[src/rtl/seq_word_adder.sv]
// Multi-cycle word adder: walks the operands two bits per cycle through a 2-bit
// ripple slice, LSB pair first, under a start/busy/done handshake.
module seq_word_adder #(
  parameter int WIDTH = 8
) (
  input  logic             clk_i,
  input  logic             rst_i,
  input  logic             start_i,
  input  logic [WIDTH-1:0] a_i,
  input  logic [WIDTH-1:0] b_i,
  input  logic             cin_i,
  output logic             busy_o,
  output logic             done_o,
  output logic [WIDTH-1:0] sum_o,
  output logic             cout_o,
  output logic             ovf_o
);

  localparam int N  = WIDTH / 2;
  localparam int CW = $clog2(N) + 1;

  typedef enum logic [1:0] {IDLE, RUN, DONE} state_e;

  state_e state_q, state_d;

  logic [WIDTH-1:0] opA_q, opA_d;
  logic [WIDTH-1:0] opB_q, opB_d;
  logic [WIDTH-1:0] acc_q, acc_d;
  logic [WIDTH-1:0] sum_q, sum_d;
  logic [CW-1:0]    cnt_q, cnt_d;
  logic             carry_q, carry_d;
  logic             cMid_q, cMid_d;
  logic             cout_q, cout_d;
  logic             ovf_q, ovf_d;

  logic s0, c1, s1, co;
  logic lastPair;
  logic [WIDTH-1:0] accShifted;

  // The 2-bit slice, identical to the downstream adder core.
  always_comb begin
    s0 = opA_q[0] ^ opB_q[0] ^ carry_q;
    c1 = (opA_q[0] & opB_q[0]) | (opA_q[0] & carry_q) | (opB_q[0] & carry_q);
    s1 = opA_q[1] ^ opB_q[1] ^ c1;
    co = (opA_q[1] & opB_q[1]) | (opA_q[1] & c1) | (opB_q[1] & c1);
  end

  assign lastPair   = (cnt_q == CW'(N - 1));
  // New result pair enters from the top so the LSB pair ends up at bit 0.
  assign accShifted = (WIDTH'({s1, s0}) << (WIDTH - 2)) | (acc_q >> 2);

  always_ff @(posedge clk_i) begin
    if (rst_i) state_q <= IDLE;
    else       state_q <= state_d;
  end

  always_comb begin
    state_d = state_q;
    case (state_q)
      IDLE:    if (start_i) state_d = RUN;
      RUN:     if (lastPair) state_d = DONE;
      DONE:    state_d = IDLE;
      default: state_d = IDLE;
    endcase
  end

  always_comb begin
    busy_o = (state_q == RUN);
    done_o = (state_q == DONE);
  end

  always_comb begin
    opA_d   = opA_q;
    opB_d   = opB_q;
    acc_d   = acc_q;
    cnt_d   = cnt_q;
    carry_d = carry_q;
    cMid_d  = cMid_q;
    sum_d   = sum_q;
    cout_d  = cout_q;
    ovf_d   = ovf_q;
    case (state_q)
      IDLE: begin
        if (start_i) begin
          opA_d   = a_i;
          opB_d   = b_i;
          carry_d = cin_i;
          cnt_d   = '0;
        end
      end
      RUN: begin
        acc_d   = accShifted;
        carry_d = co;
        cMid_d  = c1;
        opA_d   = opA_q >> 2;
        opB_d   = opB_q >> 2;
        cnt_d   = cnt_q + CW'(1);
        if (lastPair) begin
          sum_d  = accShifted;
          cout_d = co;
          ovf_d  = c1 ^ co;
        end
      end
      default: ;
    endcase
  end

  always_ff @(posedge clk_i) begin
    if (rst_i) begin
      opA_q   <= '0;
      opB_q   <= '0;
      acc_q   <= '0;
      cnt_q   <= '0;
      carry_q <= 1'b0;
      cMid_q  <= 1'b0;
      sum_q   <= '0;
      cout_q  <= 1'b0;
      ovf_q   <= 1'b0;
    end else begin
      opA_q   <= opA_d;
      opB_q   <= opB_d;
      acc_q   <= acc_d;
      cnt_q   <= cnt_d;
      carry_q <= carry_d;
      cMid_q  <= cMid_d;
      sum_q   <= sum_d;
      cout_q  <= cout_d;
      ovf_q   <= ovf_d;
    end
  end

  // cMid_q is the pair-MSB carry kept for observation; overflow uses it live as c1.
  assign sum_o  = sum_q;
  assign cout_o = cout_q;
  assign ovf_o  = ovf_q;

endmodule

[config.mk]
export PLATFORM = sky130hd
export DESIGN_NAME = seq_word_adder
export DESIGN_NICKNAME = d
export VERILOG_FILES = /design/src/rtl/seq_word_adder.sv
export SDC_FILE = /design/constraint.sdc
export NUM_CORES = 1
export LEC_CHECK = 0
export CAP_MARGIN = 30
export CORE_MARGIN = 2
export CORE_UTILIZATION = 60
export DETAILED_ROUTE_END_ITERATION = 6
export DONT_BUFFER_PORTS = 1
export HOLD_SLACK_MARGIN = 0.1
export PLACE_DENSITY_LB_ADDON = 0.08
export SLEW_MARGIN = 30
export SYNTH_ARGS = -nofsm -noshare
export SYNTH_HDL_FRONTEND = slang
export SYNTH_SLANG_ARGS = --single-unit
[constraint.sdc]
create_clock -name clk_i -period 2.45 [get_ports clk_i]
set_clock_uncertainty 0.2 [all_clocks]
set_input_delay 0.49 -clock clk_i [delete_from_list [all_inputs] [get_ports clk_i]]
set_output_delay 0.49 -clock clk_i [all_outputs]
set_load 0.05 [all_outputs]
==> flow_summary_export.csv <==
group,metric,value,unit
die,ios,32,
clocking,htreeDepth,2,
route,routed_wl,2920,um
timing,finalWorstSetupSlack,0.283,ns
place,gp_congestion,0.745,
pwr,leakagePower,0.000640,uW
global_route,grt_pass1_vias,1075,
die,die_w,57.5,um
yosys,synth_top_area_cell,"dfxtp_1",
final_layout,seqCellArea,761,sq um
yosys,synth_flop_cell,"dfxtp_1",
pwr,ir_drop,0.506,mV
pwr,power_switching,308,uW
pwr,p_int,858,uW
route,wl_per_cell,14.4,um
final_layout,multiInputGateArea,812,sq um
timing,fin_crit,2.17,ns
global_route,grt_use_total,19.7,%
clocking,clockBufferDepth,2,
clocking,cts-resized-gates,0,
worst_hold_path,hp-class,"primary input to flip-flop",
clocking,clk_pin_slew,0.11,ns
final_layout,antenna_cells,0,
yosys,synth_area_per_cell,10.2,sq um
yosys,synth_top_area_share,44.3,%
yosys,synth.distinct_cells,29,
place,dp_slack,0.449,ns
die,rows,19,
die,core-area,2730,sq um
timing,final_max_slew_viol_count,0,
yosys,synth_most_common_cell,"dfxtp_1",
route,ant_nets,0,
timing,hold_violations,0,
place,portBuffers,0,
final_layout,layout.nets,194,
flow_run,cap_viol_max_count,0,
global_route,gr-total-overflow,0,
place,placed_cells,190,
pwr,clockPowerShare,28.4,%
route,via_count,1156,
yosys,ys_seq_area_share,44.3,%
yosys,ys_seq_elements,38,
place,dp_hpwl,2000,um
pwr,comb_power_share,13.8,%
pwr,p_per_area,653,nW/um^2
critical_path,required,1.76,ns
place,placed_area,1680,sq um
clocking,cts_tree,"done",
critical_path,cp-end-kind,"primary output",
global_route,grt_pass1_wl,4890,um
yosys,synth_edf_count,0,
global_route,grt_max_degree,39,
critical_path,critPathKind,"flip-flop to primary output",
yosys,yosysWarnings,0,
yosys,ys_top_cells_by_area,"dfxtp_1, a211oi_2, mux2i_1",
route,drt_iter0_markers,34,
timing,worst_slew_pin_slew,0.567,ns
final_layout,fill_cells,239,
final_layout,postLayoutCellArea,1790,sq um
timing,slew_headroom,62.2,%
clocking,clockRootBuffer,"clkbuf_4",
timing,finalSetupViolCount,0,
yosys,yosys-top-cells-count,"dfxtp_1, nand2_1, nor2_1",
yosys,synthesis.nets,192,
pwr,switching_share,26.4,%
final_layout,drive_gt1_share,22.2,%
yosys,syn_inst,168,
clocking,cts.sinks,38,
route,viasPerCell,5.72,
global_route,antenna_found_initial,0,
final_layout,layout.cells.non_filler,202,
final_layout,area_delta_synth_final,4.01,%
route,drc,0,
critical_path,cp_max_fo,12,
timing,fmax,0.461,GHz
timing,tns,0,ns
yosys,synthArstFlopShare,0,%
clocking,cts_buffers,5,
die,die-area,3310,sq um
timing,min_period_over_period,88.5,%
clocking,clk_latency,0.34,ns
critical_path,start_kind,"flip-flop",
timing,rsz0062_at_grt,"no",
run_status,status,"finished, final reports clean",
pwr,finalPower,1170,uW
yosys,synth_area,1720,sq um
route,drt_first_pass_iters,4,
critical_path,worstPathArrival,1.48,ns
die,initial_core_util,62.8,%
die,chipHeight,57.5,um
pwr,seqPwrFrac,57.8,%
-- cell type report --
type | instances | area share (%)
tap | 31 | 2.17
timing repair buffer | 7 | 4.76
inverter | 8 | 1.68
sequential | 38 | 42.6
clock buffer | 7 | 3.08
multi-input combinational | 110 | 45.4
clock inverter | 1 | 0.280
-- path summary, 6_finish.rpt --
path | cells past startpoint | to | slack [ns] | startpoint
max | 2 | busy_o | 0.28 | state_q[0]$_SDFFE_PP0P_
min | 2 | opA_q[7]$_SDFFE_PP0P_ | 0.11 | a_i[7]
max reg2reg | 5 | ovf_o$_SDFFE_PP0P_ | 0.43 | opB_q[0]$_SDFFE_PP0P_
min reg2reg | 2 | sum_o[0]$_SDFFE_PP0P_ | 0.26 | acc_q[2]$_SDFFE_PP0N_
-- power groups by stage --
| stage | combinational (uW) | clock (uW) | sequential (uW) |
|---|---|---|---|
| global placement | 138 | 0 | 687 |
| detailed placement | 143 | 0 | 688 |
| CTS | 163 | 348 | 674 |
| global route | 178 | 365 | 679 |
| finish | 161 | 332 | 674 |
| floorplan | 148 | 0 | 680 |
-- placed cells by master, fill, tap and decap left out, types with 2 or more instances in the layout --
| cell | n |
|---|---|
| dfxtp_1 | 38 |
| nor2_1 | 20 |
| nand2_1 | 20 |
| a211oi_2 | 17 |
| mux2i_1 | 13 |
| a21oi_1 | 10 |
| inv_1 | 7 |
| nor2_2 | 7 |
| a22oi_1 | 5 |
| clkbuf_4 | 5 |
| dlygate4sd3_1 | 3 |
| a211oi_1 | 2 |
| fa_1 | 2 |
| ha_1 | 2 |
| buf_12 | 2 |
| buf_4 | 2 |
-- layer usage --
metal | vias to the layer above | global-route usage, % | part of all wire (%)
met3 | 6 | 7.48 | 5.7
met1 | 543 | 24.2 | 43
met4 | 0 | 7.97 | 1.7
li1 | 579 | - | -
met2 | 28 | 31.2 | 50
met5 | - | 0 | 0
-- what timing repair did --
action,4_1_cts,5_1_grt
hold buffers,4,0
setup buffers,0,0
setup endpoints to repair,0,0
hold endpoints to repair,38,0
-- state kept, by name, indices dropped and copies added (netlist names) --
register,cells
acc_q,6
carry_q,1
cnt_q,3
cout_o,1
opA_q,8
opB_q,8
ovf_o,1
state_q,2
sum_o,8
-- metrics by stage --
step,hold slack [ns],utilization (%)
6_report,0.114,65.4
5_1_grt,0.135,65.4
4_1_cts,0.103,65.4
3_5_place_dp,0.241,61.3
3_3_place_gp,0.239,61.3
2_1_floorplan,0.232,-
-- logic make-up after synthesis --
| kind of cell | after synthesis | synth area share, % |
|---|---|---|
| compound gates | 38 | 20.8 |
| xor+xnor | 1 | 0.510 |
| fa+ha+maj | 4 | 3.79 |
| buf+inv | 20 | 8.45 |
| flops | 38 | 44.3 |
| mux | 13 | 7.57 |
| simple gates | 54 | 14.6 |
-- critical path, cell delays in order (launching register included) --
cell and delay [ns]:
dfxtp_1 0.65, nand2b_4 0.13, inv_2 0.35
(Power assumes the default switching activity.)
